$ cat src/rtl/scan_test_seq_pkg.sv
// Shared definitions for the scan test sequencer: FSM state codes, test-mode
// encodings and the saturating fail-count adder.
package scan_test_seq_pkg;

  localparam logic [2:0] ST_IDLE   = 3'd0;
  localparam logic [2:0] ST_SHIFT  = 3'd1;
  localparam logic [2:0] ST_CAPT   = 3'd2;
  localparam logic [2:0] ST_SETTLE = 3'd3;
  localparam logic [2:0] ST_STROBE = 3'd4;
  localparam logic [2:0] ST_UNLOAD = 3'd5;
  localparam logic [2:0] ST_FIN    = 3'd6;

  typedef enum logic {
    SEQ_STUCK = 1'b0,
    SEQ_IDDQ  = 1'b1
  } seq_mode_e;

  // Wide enough for a popcount over the maximum of 16 chains.
  localparam int POP_W = 5;
  localparam logic [15:0] FAIL_SAT = 16'hFFFF;

  function automatic logic [15:0] sat_add(input logic [15:0] a, input logic [POP_W-1:0] b);
    logic [16:0] s;
    s = {1'b0, a} + 17'(b);
    return s[16] ? FAIL_SAT : s[15:0];
  endfunction

endpackage

$ cat src/rtl/scan_test_seq_popcnt.sv
// Population count of an N-bit miscompare vector.
module seq_popcnt
  import scan_test_seq_pkg::*;
#(
  parameter int N = 4
) (
  input  logic [N-1:0]     vec_i,
  output logic [POP_W-1:0] cnt_o
);

  always_comb begin
    cnt_o = '0;
    for (int i = 0; i < N; i++) cnt_o = cnt_o + POP_W'(vec_i[i]);
  end

endmodule

$ cat src/rtl/scan_test_seq.sv
// Scan test sequencer: shifts patterns into parallel chains, captures or
// IDDQ-strobes, and counts masked miscompares on the unloading response.
//
// state  | meaning
// IDLE   | waiting for start
// SHIFT  | load pattern pat_num, unload previous response
// CAPT   | one-cycle capture pulse (stuck-at)
// SETTLE | IDDQ settle wait
// STROBE | one-cycle IDDQ measurement strobe
// UNLOAD | unload the final response
// FIN    | one-cycle done pulse
module scan_test_seq
  import scan_test_seq_pkg::*;
#(
  parameter int NCHAIN    = 4,
  parameter int CHLEN     = 64,
  parameter int IDDQ_WAIT = 255
) (
  input  logic              clk,
  input  logic              rstz,
  input  logic              start,
  input  logic              abort,
  input  logic              mode,
  input  logic [15:0]       npat,
  input  logic              pat_valid,
  output logic              pat_ready,
  input  logic [NCHAIN-1:0] pat_data,
  input  logic [NCHAIN-1:0] exp_data,
  input  logic [NCHAIN-1:0] exp_mask,
  output logic              scan_en,
  output logic [NCHAIN-1:0] scan_in,
  input  logic [NCHAIN-1:0] scan_out,
  output logic              capture,
  output logic              iddq_strobe,
  output logic              busy,
  output logic              done,
  output logic [15:0]       pat_num,
  output logic [15:0]       fail_cnt
);

  localparam int SW = (CHLEN > 1) ? $clog2(CHLEN) : 1;
  localparam logic [SW-1:0] SHIFT_LAST  = SW'(CHLEN - 1);
  localparam logic [SW-1:0] SHIFT_ONE   = SW'(1);
  localparam logic [15:0]   SETTLE_LOAD = 16'(IDDQ_WAIT - 1);

  logic [2:0]        state_q, state_d;
  seq_mode_e         mode_q, mode_d;
  logic [15:0]       npat_q, npat_d;
  logic [15:0]       pat_num_q, pat_num_d;
  logic [15:0]       fail_q, fail_d;
  logic [15:0]       settle_q, settle_d;
  logic [SW-1:0]     shcnt_q, shcnt_d;
  logic [NCHAIN-1:0] scan_q, scan_d;

  logic              shifting, accept, cmp_en, last_pat;
  logic [15:0]       pat_inc;
  logic [POP_W-1:0]  miss;

  assign shifting = (state_q == ST_SHIFT) || (state_q == ST_UNLOAD);
  assign accept   = shifting && pat_valid;
  // The first load has no prior response in the chains, so it is not compared.
  assign cmp_en   = accept && !abort && ((pat_num_q != 16'd0) || (state_q == ST_UNLOAD));
  assign pat_inc  = pat_num_q + 16'd1;
  assign last_pat = (pat_inc == npat_q);

  seq_popcnt #(.N(NCHAIN)) u_popcnt (
    .vec_i ((scan_out ^ exp_data) & exp_mask),
    .cnt_o (miss)
  );

  assign pat_ready   = accept;
  assign scan_en     = accept;
  assign scan_in     = accept ? pat_data : scan_q;
  assign capture     = (state_q == ST_CAPT);
  assign iddq_strobe = (state_q == ST_STROBE);
  assign busy        = (state_q != ST_IDLE);
  assign done        = (state_q == ST_FIN);
  assign pat_num     = pat_num_q;
  assign fail_cnt    = fail_q;

  always_comb begin
    state_d   = state_q;
    mode_d    = mode_q;
    npat_d    = npat_q;
    pat_num_d = pat_num_q;
    fail_d    = fail_q;
    settle_d  = settle_q;
    shcnt_d   = shcnt_q;
    scan_d    = accept ? pat_data : scan_q;
    if (cmp_en) fail_d = sat_add(fail_q, miss);

    case (state_q)
      ST_IDLE: begin
        if (start) begin
          mode_d    = seq_mode_e'(mode);
          npat_d    = npat;
          pat_num_d = '0;
          fail_d    = '0;
          shcnt_d   = '0;
          state_d   = (npat == 16'd0) ? ST_FIN : ST_SHIFT;
        end
      end
      ST_SHIFT: begin
        if (accept) begin
          if (shcnt_q == SHIFT_LAST) begin
            shcnt_d = '0;
            if (mode_q == SEQ_IDDQ) begin
              state_d  = ST_SETTLE;
              settle_d = SETTLE_LOAD;
            end else begin
              state_d = ST_CAPT;
            end
          end else begin
            shcnt_d = shcnt_q + SHIFT_ONE;
          end
        end
      end
      ST_SETTLE: begin
        if (settle_q == 16'd0) state_d = ST_STROBE;
        else                   settle_d = settle_q - 16'd1;
      end
      ST_CAPT, ST_STROBE: begin
        pat_num_d = pat_inc;
        state_d   = last_pat ? ST_UNLOAD : ST_SHIFT;
      end
      ST_UNLOAD: begin
        if (accept) begin
          if (shcnt_q == SHIFT_LAST) begin
            shcnt_d = '0;
            state_d = ST_FIN;
          end else begin
            shcnt_d = shcnt_q + SHIFT_ONE;
          end
        end
      end
      ST_FIN:  state_d = ST_IDLE;
      default: state_d = ST_IDLE;
    endcase

    if (abort && (state_q != ST_IDLE)) begin
      state_d   = ST_IDLE;
      pat_num_d = pat_num_q;
      shcnt_d   = '0;
      settle_d  = '0;
    end
  end

  always_ff @(posedge clk or negedge rstz) begin
    if (!rstz) begin
      state_q   <= ST_IDLE;
      mode_q    <= SEQ_STUCK;
      npat_q    <= '0;
      pat_num_q <= '0;
      fail_q    <= '0;
      settle_q  <= '0;
      shcnt_q   <= '0;
      scan_q    <= '0;
    end else begin
      state_q   <= state_d;
      mode_q    <= mode_d;
      npat_q    <= npat_d;
      pat_num_q <= pat_num_d;
      fail_q    <= fail_d;
      settle_q  <= settle_d;
      shcnt_q   <= shcnt_d;
      scan_q    <= scan_d;
    end
  end

endmodule
$ cat config.mk
export PLATFORM = sky130hd
export DESIGN_NAME = scan_test_seq
export DESIGN_NICKNAME = d
export VERILOG_FILES = /design/src/rtl/scan_test_seq_pkg.sv /design/src/rtl/scan_test_seq_popcnt.sv /design/src/rtl/scan_test_seq.sv
export SDC_FILE = /design/constraint.sdc
export NUM_CORES = 1
export LEC_CHECK = 0
export CAP_MARGIN = 20
export CORE_ASPECT_RATIO = 0.7
export CORE_MARGIN = 2
export CORE_UTILIZATION = 35
export DETAILED_ROUTE_END_ITERATION = 10
export PLACE_DENSITY = 0.61
export SLEW_MARGIN = 40
export SYNTH_ARGS = -nofsm -noshare
export SYNTH_HDL_FRONTEND = slang
export SYNTH_HIERARCHICAL = 1
export SYNTH_SLANG_ARGS = --single-unit
$ cat constraint.sdc
create_clock -name clk -period 3.81 [get_ports clk]
set_input_delay 1.143 -clock clk [delete_from_list [all_inputs] [get_ports clk]]
set_output_delay 1.143 -clock clk [all_outputs]
set_load 0.02 [all_outputs]
==> results of run 1 <==
metal layers:
layer,track usage [%],up-vias,wire [um],share of wire (%)
met2,26.90,155,5556,43
met4,5.601,0,234,1.8
met1,26.86,2152,6345,49
li1,-,2163,-,-
met5,0,-,0,0
met3,4.217,18,793,6.1
cell type report:
type / instances / area (um2) / share of cell area [%]
clock buffers: 13 / 260.3 / 4.180
repair buffers: 97 / 913.4 / 14.67
flip-flops and latches: 78 / 1952 / 31.35
well taps: 185 / 231.5 / 3.718
multi-input cells: 440 / 2779 / 44.63
inverters: 19 / 71.32 / 1.145
clock inverters: 3 / 18.77 / 0.3014
cell families after synthesis:
kind of cell             synth area share, %
XOR/XNOR                               6.648
other                                0.07753
AO/OA/AOI/OAI                          17.64
adder cells (fa/ha/maj)                3.673
AND/OR/NAND/NOR                        24.94
multiplexers                           2.173
buffers and inverters                  4.501
flip-flops                             40.35
worst max-delay path, delay by kind of cell:
family	cells	cell delay (ns)
and+or+nand+nor	1	0.13
buffers and inverters	2	0.97
muxes	1	0.36
cells in the mapped netlist (3+ instances only):
cell      number  area share [%]
nor3b_1        4            0.62
nand2b_1       8             1.0
buf_2          8            0.83
clkbuf_1      15             1.2
buf_4          5            0.78
o22ai_1        6            0.78
nor2_1        45             3.5
nor3_1        16             1.7
xor2_1        11             2.0
a211o_1        3            0.54
a21oi_1       32             3.3
nand3_1       14             1.4
a21o_1         3            0.47
mux2i_1        6             1.2
o31ai_1       10             1.6
a31oi_1        5            0.65
nand3b_1       4            0.62
a211oi_1       3            0.47
o21ai_0       59             6.1
ha_1          11             2.8
and3_1        11             1.4
nor4_1         9             1.2
inv_1         19             1.5
dfrtp_1       78              40
xnor2_1       23             4.2
nand4b_1       3            0.54
a311oi_1       4            0.72
and2_1         9             1.2
nand2_1       86             6.7
or3_1          8             1.0
mux2_2         4            0.93
nand4_1        7            0.91
metrics by stage:
stage	cell area, um2	setup TNS (ns)	util (%)
floorplan	4908	-0.01162	-
global placement	5873	-7.331	44.12
detailed placement	5884	-8.266	44.20
CTS	6176	0	46.39
global route	6226	-0.02708	46.77
finish	6226	0	46.77
power groups by stage:
| stage | Sequential (W) | Clock [W] | Combinational [W] |
|---|---|---|---|
| 2_1_floorplan | 0.00120 | 0 | 0.00120 |
| 3_3_place_gp | 0.00123 | 0 | 0.00165 |
| 3_5_place_dp | 0.00124 | 0 | 0.00170 |
| 4_1_cts | 0.00122 | 0.000842 | 0.00171 |
| 5_1_grt | 0.00126 | 0.000873 | 0.00193 |
| 6_report | 0.00123 | 0.000820 | 0.00172 |
flip-flops by register name, indices dropped and copies added, names as in the netlist:
register  cells
mode_q        1
fail_cnt     16
shcnt_q       6
state_q       3
npat_q       16
pat_num      16
scan_q        4
settle_q     16
cells in the final DEF, fill, tap and decap left out, drive strengths merged, types with 14 or more instances in the layout:
cell and n:
nand2 86, xnor2 23, clkdlybuf4s50 67, o21ai 60, dfrtp 78, nor3 17, nor2 46, nand3 14
inv 19, buf 19, clkbuf 16, a21oi 32
repair_timing:
item                       CTS  global route
buffers inserted             2             3
setup endpoints to repair   15            17
gates resized for setup     12            20
pin swaps                   13            16
worst paths after layout:
kind / from / to / slack [ns] / depth (start not counted)
setup reg to reg: pat_num[0]$_DFFE_PN0P_ / state_q[2]$_DFFE_PN0P_ / 1.07 / 7
hold reg to reg: settle_q[14]$_DFFE_PN0P_ / settle_q[15]$_DFFE_PN0P_ / 0.49 / 1
setup / recovery: pat_valid / scan_in[2] / 0.06 / 4
max in group asynchronous: rstz / shcnt_q[0]$_DFFE_PN0P_ / 2.47 / 1
min in group asynchronous: rstz / pat_num[6]$_DFFE_PN0P_ / 0.83 / 1
hold / removal: settle_q[14]$_DFFE_PN0P_ / settle_q[15]$_DFFE_PN0P_ / 0.49 / 1
==> flow_summary.toml, run 1 <==
[run_status]
run_status = "complete, no violations"

[detailed_routing]
drc_errors = 0
vias = 4488
viasPerCell = 5.375
drt-pass1-iter-count = 5
first_iter_violations = 441
wl_um = 12930
ant_nets = 0
wl_per_cell_um = 15.49

[sta]
whs_ns = 0.4868
worstMarginPinSlew_ns = 0.7293
slew_violations = 0
min_period_over_period_pct = 98.33
setup_viol = 0
period_needed_ns = 3.746
finalHoldViolations = 0
layout_setup_ws_ns = 0.06359
max_freq_mhz = 266.9
relSlewSlack_pct = 51.38
fin_worst_skew_ns = 0.006426

[global_routing]
overflow = 0
antenna_found_initial = 0
grtUsageTotal_pct = 18.30
grt_max_degree = 79
grt_pass1_wl_um = 21170
grt_pass1_vias = 4179

[layout]
layoutNonFillerInstCount = 835
fill_cells = 1307
nNetsFinal = 696
insertedDiodeCount = 0
layout-drive-gt1-share_pct = 11.08
area_growth_pct = 28.71

[die]
die-area_um2 = 14790
num_rows = 35
die_height_um = 102.4
io_pins = 80
core_um2 = 13310
initial_utilization_pct = 36.33
die_width_um = 144.5

[placement]
dp_hpwl_um = 9296
place_inst = 814
gp_congestion = 0.8161
pre_cts_ws_ns = -0.6370
io_buffers = 79

[yosys]
synthFlopType = "dfrtp_1"
syn_inst = 567
synth_seq_area_share_pct = 40.35
ys_warn_count = 6
synth_area_um2 = 4837
synth-edff-count = 0
avgSynthCellArea_um2 = 8.531
ys_seq_elements = 78
synth_cell_types = 65
async_flop_share_pct = 100.0

[clocking]
cts_buffers = 9
clk_pin_slew_ns = 0.06
holdBufCountCts = 0
cts_sinks = 78
root_buffer = "clkbuf_16"
cts_max_level = 3
clock_latency_ns = 0.34
cts_buffer_depth = 2
cts_tree = "yes"

[critical_path]
crit_chain = "clkdlybuf4s50_1 > nand2_2 > mux2_2 > clkdlybuf4s50_1"
required_ns = 2.67
crit_type = "input pin to output port"
crit_arrival_ns = 2.60
slowest_delay_ns = 0.54
cp_slowest_cell = "clkdlybuf4s50_1"
crit_path_start_kind = "input pin"
endpoint_kind = "output port"
crit_top_cell = "clkdlybuf4s50_1"
path_max_fanout = 5

[power_and_ir_drop]
p_per_area_nw_per_um2 = 605.5
p_leak_nw = 2.654
total_power_w = 0.003770
p_switching_w = 0.001540
switching_share_pct = 40.86
comb_power_share_pct = 45.7
seqPwrFrac_pct = 32.5
peakVddDrop_mv = 0.3484
pwr-share-clk_pct = 21.8
power.internal_w = 0.002229

[hold_path]
hold_path.class = "flip-flop to flip-flop"

[flow_run]
cap_violations = 0
Power figures use the tool's default switching activity.
==> run 2: changes to the inputs <==
Settings changed: SLEW_MARGIN 40 to 20.
==> run 2 against run 1 <==
Compared with the run above:
- global-route usage increased by 0.11 points
- highest routed layer unchanged
- sequential power barely moved
- combinational power hardly changed
- non-clock buffer count fell by 2
- via count is 1.4% lower
==> flow_summary.toml, run 2 (synthesized netlist as in run 1, its figures left out) <==
[die]
num_rows = 35
die_width_um = 144.5
core_um2 = 13310
die-area_um2 = 14790
io_pins = 80
die_height_um = 102.4
initial_utilization_pct = 36.33

[sta]
max_freq_mhz = 270.4
worstMarginPinSlew_ns = 0.8990
finalHoldViolations = 0
layout_setup_ws_ns = 0.1120
setup_viol = 0
slew_violations = 0
relSlewSlack_pct = 39.85
period_needed_ns = 3.698
min_period_over_period_pct = 97.06
fin_worst_skew_ns = 0.006652
setup_tns_ns = 0

[power_and_ir_drop]
p_switching_w = 0.001560
seqPwrFrac_pct = 31.5
p_leak_nw = 2.672
peakVddDrop_mv = 0.3262
pwr-share-clk_pct = 24.4
p_per_area_nw_per_um2 = 619.0
power.internal_w = 0.002331
switching_share_pct = 40.10
comb_power_share_pct = 44.1

[clocking]
cts_sinks = 78
cts_buffer_depth = 2
root_buffer = "clkbuf_16"
cts_buffers = 9
clock_latency_ns = 0.35
clk_pin_slew_ns = 0.06
cts_max_level = 3
cts_tree = "yes"

[critical_path]
crit_type = "input pin to flip-flop"
path_max_fanout = 6
path_delay_family = "adder cells"
required_ns = 4.08
slowest_delay_ns = 0.55
crit_path_start_kind = "input pin"
endpoint_kind = "flip-flop"
crit_arrival_ns = 3.97
cp_slowest_cell = "fa_1"
worst-path-buf-inv = 3
crit_chain = "clkdlybuf4s15_1 > xor2_1 > and2_1 > inv_2 > fa_1 > inv_2 > ha_4 > ha_4 > fa_2 > a211oi_2 > o21bai_2 > or4b_4 > and4b_1 > nor3_2"

[layout]
final_common_cell = "nand2_1"
final_cell_mix = "nand2_1 (85), dfrtp_1 (78), clkdlybuf4s50_1 (65), o21ai_0 (59), nor2_1 (44)"
fill_cells = 1312
layout-drive-gt1-share_pct = 11.11
insertedDiodeCount = 0
nNetsFinal = 694
area_growth_pct = 29.95

[detailed_routing]
ant_nets = 0
drt-pass1-iter-count = 5
first_iter_violations = 334
wl_per_cell_um = 15.64
drc_errors = 0
vias = 4424
wl_um = 13030
viasPerCell = 5.311

[placement]
pre_cts_ws_ns = -0.6397
io_buffers = 79
dp_hpwl_um = 9241
gp_congestion = 0.8161

[global_routing]
grt_pass1_vias = 4173
grt_pass1_wl_um = 21200
grtUsageTotal_pct = 18.42
overflow = 0
antenna_found_initial = 0
grt_max_degree = 79

[flow_run]
cap_violations = 0

[run_status]
run_status = "complete, no violations"

[hold_path]
hold_path.class = "flip-flop to flip-flop"
[run 2: layout make-up]
type	instances	area, um2	share of cell area, %
Multi-Input combinational cell	440	2804	44.61
Sequential cell	78	1952	31.05
Timing Repair Buffer	95	904.6	14.39
Clock buffer	10	239.0	3.802
Tap cell	185	231.5	3.682
Clock inverter	6	83.83	1.334
Inverter	19	71.32	1.135
[run 2: what timing repair did]
item	in CTS	in global routing
gates resized for setup	16	18
endpoints found under the hold margin	0	0
buffers inserted	2	1
gates cloned	0	0
endpoints found under the setup margin	17	12
hold buffers	0	0
pin swaps	13	14
[run 2: path summary, 6_finish.rpt]
check / cells after the start / end / start / slack, ns
min reg2reg: 1 / settle_q[15]$_DFFE_PN0P_ / settle_q[14]$_DFFE_PN0P_ / 0.48
max in group asynchronous: 1 / scan_q[0]$_DFF_PN0_ / rstz / 2.48
max: 14 / fail_cnt[14]$_DFF_PN0_ / scan_out[0] / 0.11
min: 1 / settle_q[15]$_DFFE_PN0P_ / settle_q[14]$_DFFE_PN0P_ / 0.48
max reg2reg: 6 / settle_q[15]$_DFFE_PN0P_ / state_q[2]$_DFFE_PN0P_ / 1.07
min in group asynchronous: 1 / pat_num[0]$_DFFE_PN0P_ / rstz / 0.83
[run 2: power groups by stage]
stage / registers, W / clock network [W] / logic, W
6_report: 0.00123 / 0.000951 / 0.00171
5_1_grt: 0.00126 / 0.00100 / 0.00191
4_1_cts: 0.00122 / 0.000968 / 0.00169
3_5_place_dp: 0.00124 / 0 / 0.00169
3_3_place_gp: 0.00123 / 0 / 0.00165
2_1_floorplan: 0.00120 / 0 / 0.00120
[run 2: worst register-to-register path, cell delays in order (launching register included)]
cell	delay, ns
dfrtp_1	0.58
nand2b_1	0.34
nor2_4	0.26
o41ai_2	0.18
a21oi_1	0.52
nand2_1	0.36
o41ai_1	0.40
[run 2: per-stage QoR]
| stage | power, W | instance area, um2 | std cells | hold slack (ns) | utilization (%) |
|---|---|---|---|---|---|
| final | 0.003891 | 6286 | 833 | 0.4823 | 47.22 |
| after global routing | 0.004174 | 6286 | 833 | 0.5025 | 47.22 |
| after CTS | 0.003885 | 6215 | 832 | 0.4832 | 46.68 |
| after detailed placement | 0.002923 | 5873 | 814 | 0.4726 | 44.12 |
| after global placement | 0.002881 | 5873 | 814 | 0.4612 | 44.12 |
| after floorplan | 0.002399 | 4908 | 568 | 0.4459 | - |
[run 2: routing by layer]
metal	vias up	track usage, %	wire length (um)
met1	2143	26.85	6517
met5	-	0	0
met4	0	5.900	195
li1	2156	-	-
met2	111	27.45	5712
met3	14	3.843	601
==> run 3: changes to the inputs <==
Settings changed: ABC_CLOCK_PERIOD_IN_PS set to 3810.
==> results of run 3 <==
Same layout as run 2: the final DEF is identical, and so are final timing and power.
==> RTL change 1 (config.mk and constraints of run 1) <==
Put one more register stage on the output `fail_cnt`. The value now appears one clock later. The other outputs are not delayed to match.
--- a/src/rtl/scan_test_seq.sv
+++ b/src/rtl/scan_test_seq.sv
@@ -76,7 +76,9 @@
   assign busy        = (state_q != ST_IDLE);
   assign done        = (state_q == ST_FIN);
   assign pat_num     = pat_num_q;
-  assign fail_cnt    = fail_q;
+  always_ff @(posedge clk) begin
+    fail_cnt <= fail_q;
+  end
 
   always_comb begin
     state_d   = state_q;
Check against the original RTL: no difference found for any inputs over 10 cycles, from zero or initial values and one cycle with rstz low; that may be too few to reach the edited logic, so the function may still have changed.
==> RTL change 1 against run 1 <==
Synthesized area is 7.0% higher. Hold slack got worse by 79 ps. Maximum frequency grew 1.4%. Sequential cell count is 16 higher. Power down 2.9%. Cell area rose by 7.0%. Wire length grew 1.7%. Register-to-register slack got worse by 330 ps. Count of clock-buffer cells in the layout shrank 4. Setup slack improved by 52 ps. Synthesized cell count is 3.7% higher. Core utilization fell by 1.1 points. Critical endpoint is now pat_ready. Highest routed layer unchanged.
==> RTL change 1: results (changes against run 1) <==
[metrics] depth of the most critical reg-to-reg path: 8 (was 7)
[metrics] critical path capture point: pat_ready (was scan_in[2])
[metrics] slew of the pin with the lowest slew margin: 758 ps (was 729 ps)
[metrics] clock slew at the register clock pins of the worst setup and hold paths: 80 ps (was 60 ps)
[metrics] Final Non-Filler Cells: 865 (was 835)
[metrics] highest fanout seen on the critical path: 6 (was 5)
[metrics] routability congestion estimate from global placement: 0.907 (was 0.816)
[metrics] CP Data Arrival Time: 2550 ps (was 2600 ps)
[metrics] amount of wire on met3 after detailed routing: 647 um (was 793 um)
[metrics] Vias: 4649 (was 4488)
[metrics] GRT Util Overall: 17.5% (was 18.3%)
[metrics] maximum clock skew at final layout: 12.2 ps (was 6.43 ps)
[metrics] flop2flop setup slack: 740 ps (was 1070 ps)
[metrics] hold path start: fail_q[3] (was settle_q[14])
[metrics] worst reg2reg startpoint: settle_q[0] (was pat_num[0])
[metrics] fraction of registers with async set or reset after synthesis: 83.0% (was 100%)
[metrics] Leak: 2.80 nW (was 2.65 nW)
[metrics] length of routed met2 wiring: 5720 um (was 5560 um)
[metrics] critical path's top delay family: buffers and inverters (unchanged)
[metrics] Cell variety after synth: 60 (was 65)
[metrics] # placed instances: 845 (was 814)
[metrics] number of DRC violations after detailed-routing iteration 0: 379 (was 441)
[metrics] status: complete, no violations (unchanged)
[metrics] largest cells by area after synthesis: sky130_fd_sc_hd__dfrtp_1, sky130_fd_sc_hd__dfxtp_1, sky130_fd_sc_hd__nand2_1 (was sky130_fd_sc_hd__dfrtp_1, sky130_fd_sc_hd__nand2_1, sky130_fd_sc_hd__o21ai_0)
[metrics] Total Nets Final: 716 (was 696)
[metrics] Seq/Total Area, Yosys: 43.9% (was 40.4%)
[metrics] worst vdd ir: 0.306 mV (was 0.348 mV)
[metrics] routed len/inst: 15.2 um (was 15.5 um)
[metrics] HPWL Detailed: 9600 um (was 9300 um)
[metrics] wire length on met1: 6680 um (was 6350 um)
[metrics] most frequent cells after synthesis: sky130_fd_sc_hd__nand2_1, sky130_fd_sc_hd__dfrtp_1, sky130_fd_sc_hd__o21ai_0 (unchanged)
[metrics] number of stages on the worst hold path: 0 (was 1)
[metrics] global-route wire length before repair: 22500 um (was 21200 um)
[metrics] delay contributed by the slowest stage of the critical path: 600 ps (was 540 ps)
[metrics] insertion delay of the later-clocked pin in the worst-skew pair: 350 ps
[metrics] share of cells above drive strength 1: 11.5% (was 11.1%)
[RTL change 1: logic make-up after synthesis]
kind of cell	synth area share, %
AO/OA/AOI/OAI	20.8
AND/OR/NAND/NOR	21.7
XOR/XNOR	4.74
adder cells (fa/ha/maj)	3.43
other	0.0724
flip-flops	43.9
buffers and inverters	4.50
multiplexers	0.870
[RTL change 1: cell type report]
| cell class | count | area [sq um] |
|---|---|---|
| Sequential cell | 94 | 2270 |
| Clock buffer | 9 | 225 |
| Clock inverter | 7 | 81.3 |
| Multi-Input combinational cell | 436 | 2810 |
| Inverter | 23 | 86.3 |
| Tap cell | 195 | 244 |
| Timing Repair Buffer | 101 | 941 |
| Fill cell | 1432 | 7920 |
[RTL change 1: what timing repair did]
action	4_1_cts	5_1_grt
buffers inserted	3	1
gates resized for setup	26	19
hold buffers	0	0
pin swaps	14	17
endpoints found under the setup margin	20	15
[RTL change 1: layer usage]
layer  vias to the layer above  global-route usage [%]
met4                         0                    4.08
met5                         -                       0
met3                        10                    3.72
met1                      2249                    26.1
met2                       116                    26.0
li1                       2274                       -
[RTL change 1: worst min-delay path by stage]
stage	to	slack, ps
after detailed placement	fail_cnt[4]	390
after global routing	fail_cnt[3]	430
after global placement	fail_cnt[4]	400
after CTS	fail_cnt[3]	410
after floorplan	fail_cnt[12]	350
final	fail_cnt[3]	410
[RTL change 1: metrics by stage]
step	utilization [%]	instance area [sq um]	setup slack (ps)
final	45.7	6660	115
after global routing	45.7	6660	16.0
after CTS	45.4	6620	11.5
after detailed placement	42.7	6230	-691
after global placement	42.7	6230	-550
after floorplan	-	5210	1.64
[RTL change 1: worst reg2reg max path, stage by stage (launching register included)]
cell,delay [ps]
sky130_fd_sc_hd__dfrtp_1,400
sky130_fd_sc_hd__inv_1,90
sky130_fd_sc_hd__ha_1,190
sky130_fd_sc_hd__or3b_2,520
sky130_fd_sc_hd__nor4_4,410
sky130_fd_sc_hd__a21oi_4,190
sky130_fd_sc_hd__a2111oi_4,450
sky130_fd_sc_hd__or4b_1,500
sky130_fd_sc_hd__o31ai_1,230
[RTL change 1: where the power goes]
| group | switching (mW) | internal (mW) |
|---|---|---|
| clock | 0.442 | 0.470 |
| combinational | 0.776 | 0.570 |
| sequential | 0.203 | 1.20 |
==> RTL change 2 (flow settings as in run 1) <==
Without the edit above. Change the parameter `CHLEN` from 64 to 32.
--- a/src/rtl/scan_test_seq.sv
+++ b/src/rtl/scan_test_seq.sv
@@ -13,7 +13,7 @@
   import scan_test_seq_pkg::*;
 #(
   parameter int NCHAIN    = 4,
-  parameter int CHLEN     = 64,
+  parameter int CHLEN     = 32,
   parameter int IDDQ_WAIT = 255
 ) (
   input  logic              clk,
Formal check against the unedited RTL: no difference found for any inputs over 10 cycles, from zero or initial values and one cycle with rstz low; that may be too few to reach the edited logic, so the function may still have changed.
==> RTL change 2 against run 1 <==
Cell area up 0.38%. Power down 6.8%. Synthesized area up 0.67%. Clock skew about the same. Via count up 3.7%. Setup slack better by 54 ps. Wire length up 5.8%. Sequential cell count down 1. Non-clock buffer count down 1. Clock power up 0.6%. Die area up 0.64%. Largest cell class unchanged.
==> RTL change 2: results (changes against run 1) <==
[metrics] share of cells above drive strength 1: 12.3% (was 11.1%)
[metrics] TritonRoute pass-1 iters: 4 (was 5)
[metrics] highest fanout seen on the critical path: 3 (was 5)
[metrics] GRT Util Overall: 18.4% (was 18.3%)
[metrics] critical path capture point: fail_cnt[9] (was scan_in[2])
[metrics] Placement Setup Slack: -685 ps (was -637 ps)
[metrics] routability congestion estimate from global placement: 0.873 (was 0.816)
[metrics] worst vdd ir: 0.244 mV (was 0.348 mV)
[metrics] number of DRC violations after detailed-routing iteration 0: 398 (was 441)
[metrics] maximum number of pins on one net before global-route repair: 78 (was 79)
[metrics] Total Nets Final: 701 (was 696)
[metrics] Cell variety after synth: 67 (was 65)
[metrics] flop2flop setup slack: 1160 ps (was 1070 ps)
[metrics] Worst Setup SP: exp_data[0] (was pat_valid)
[metrics] number of warnings issued by yosys: 6 (unchanged)
[metrics] clk root buf: sky130_fd_sc_hd__clkbuf_16 (unchanged)
[metrics] Final Non-Filler Cells: 843 (was 835)
[metrics] maximum clock skew at final layout: 6.07 ps (was 6.43 ps)
[metrics] Leak: 2.70 nW (was 2.65 nW)
[metrics] CP Data Arrival Time: 3950 ps (was 2600 ps)
[metrics] worst reg2reg startpoint: pat_num[2] (was pat_num[0])
[metrics] # placed instances: 822 (was 814)
[metrics] routed len/inst: 16.2 um (was 15.5 um)
[metrics] number of instances in the synthesized netlist: 572 (was 567)
[metrics] Period Utilization, post-route: 96.9% (was 98.3%)
[metrics] switching share of power: 39.6% (was 40.9%)
[metrics] Seq/Total Area, Yosys: 39.6% (was 40.4%)
[metrics] via count of the first global-routing pass: 4312 (was 4179)
[metrics] depth of the most critical reg-to-reg path: 6 (was 7)
[metrics] CP max-delay cell: sky130_fd_sc_hd__fa_1 (was sky130_fd_sc_hd__clkdlybuf4s50_1)
[metrics] total of buffers placed on input and output ports: 79 (unchanged)
[metrics] number of vias per cell after detailed routing: 5.52 (was 5.37)
[metrics] relative slew slack: 51.3% (was 51.4%)
[metrics] global-route wire length before repair: 22200 um (was 21200 um)
[metrics] HPWL Detailed: 9760 um (was 9300 um)
[metrics] largest cells by area after synthesis: sky130_fd_sc_hd__dfrtp_1, sky130_fd_sc_hd__nand2_1, sky130_fd_sc_hd__o21ai_0 (unchanged)
[metrics] status: complete, no violations (unchanged)
[metrics] most frequent cells after synthesis: sky130_fd_sc_hd__nand2_1, sky130_fd_sc_hd__dfrtp_1, sky130_fd_sc_hd__nor2_1 (was sky130_fd_sc_hd__nand2_1, sky130_fd_sc_hd__dfrtp_1, sky130_fd_sc_hd__o21ai_0)
## RTL change 2: cell count changes in the layout (fill, tap and decap cells not counted), sizes merged, moves of 5 or more
| cell | change |
|---|---|
| xnor2 | -5 |
| nor2 | +5 |
| a21o | +6 |
| nand4 | +6 |
| a21oi | +5 |
| nand2 | +12 |
| o21ai | -18 |
## RTL change 2: power by group through the flow
stage               logic, mW  registers [mW]  clock network (mW)
floorplan                1.02            1.19                   0
global placement         1.39            1.25                   0
detailed placement       1.42            1.25                   0
CTS                      1.44            1.24               0.848
global route             1.59            1.28               0.884
finish                   1.44            1.25               0.825
## RTL change 2: kinds of logic after synthesis
logic type	Yosys count	share of synthesized area [%]
AOI/OAI and AO/OA	145	19.6
xor gates and xnor gates	28	5.19
adders and majority gates	14	3.91
buffers and inverters	48	4.19
DFF	77	39.6
muxes	12	2.62
other	1	0.0770
and+or+nand+nor	247	24.9
## RTL change 2: per-layer routing
layer	GRT usage, %	vias to the layer above	share of wire (%)
li1	-	2200	-
met1	26.2	2267	48
met2	28.9	175	45
met3	4.07	11	5.8
met4	4.19	0	1.1
met5	0	-	0
## RTL change 2: worst min-delay path by stage
stage / start / cells past startpoint / to
after detailed placement: settle_q[15] / 1 / settle_q[15]
final: settle_q[15] / 1 / settle_q[15]
after global placement: shcnt_q[4] / 2 / shcnt_q[4]
after global routing: scan_q[2] / 1 / scan_q[2]
after floorplan: settle_q[15] / 1 / settle_q[15]
after CTS: settle_q[15] / 1 / settle_q[15]
## RTL change 2: worst max-delay path: cells and delay by family
kind,cells,cell delay [ps]
buffers and inverters,3,180
and+or+nand+nor,2,620
xor gates and xnor gates,1,130
AOI/OAI and AO/OA,5,660
adders and majority gates,4,1220
## RTL change 2: final cells by class
cell class / instances / area, sq um
fill: 1327 / 7490
multi-input combinational: 448 / 2860
sequential: 77 / 1930
timing repair buffer: 96 / 886
clock buffer: 13 / 240
tap: 190 / 238
inverter: 17 / 63.8
clock inverter: 2 / 35.0
## RTL change 2: what timing repair did
action / in CTS / in global routing
resized for setup: 30 / 25
pin swaps: 18 / 16
endpoints found under the setup margin: 22 / 20
buffers inserted: 5 / 1
gates cloned: 0 / 0
## RTL change 2: stage by stage
stage	hold WS [ps]	TNS [ps]	instance area [sq um]
6_report	495	0	6250
5_1_grt	504	0	6250
4_1_cts	485	0	6240
3_5_place_dp	469	-10760	5880
3_3_place_gp	471	-9500	5870
2_1_floorplan	446	-233	4910
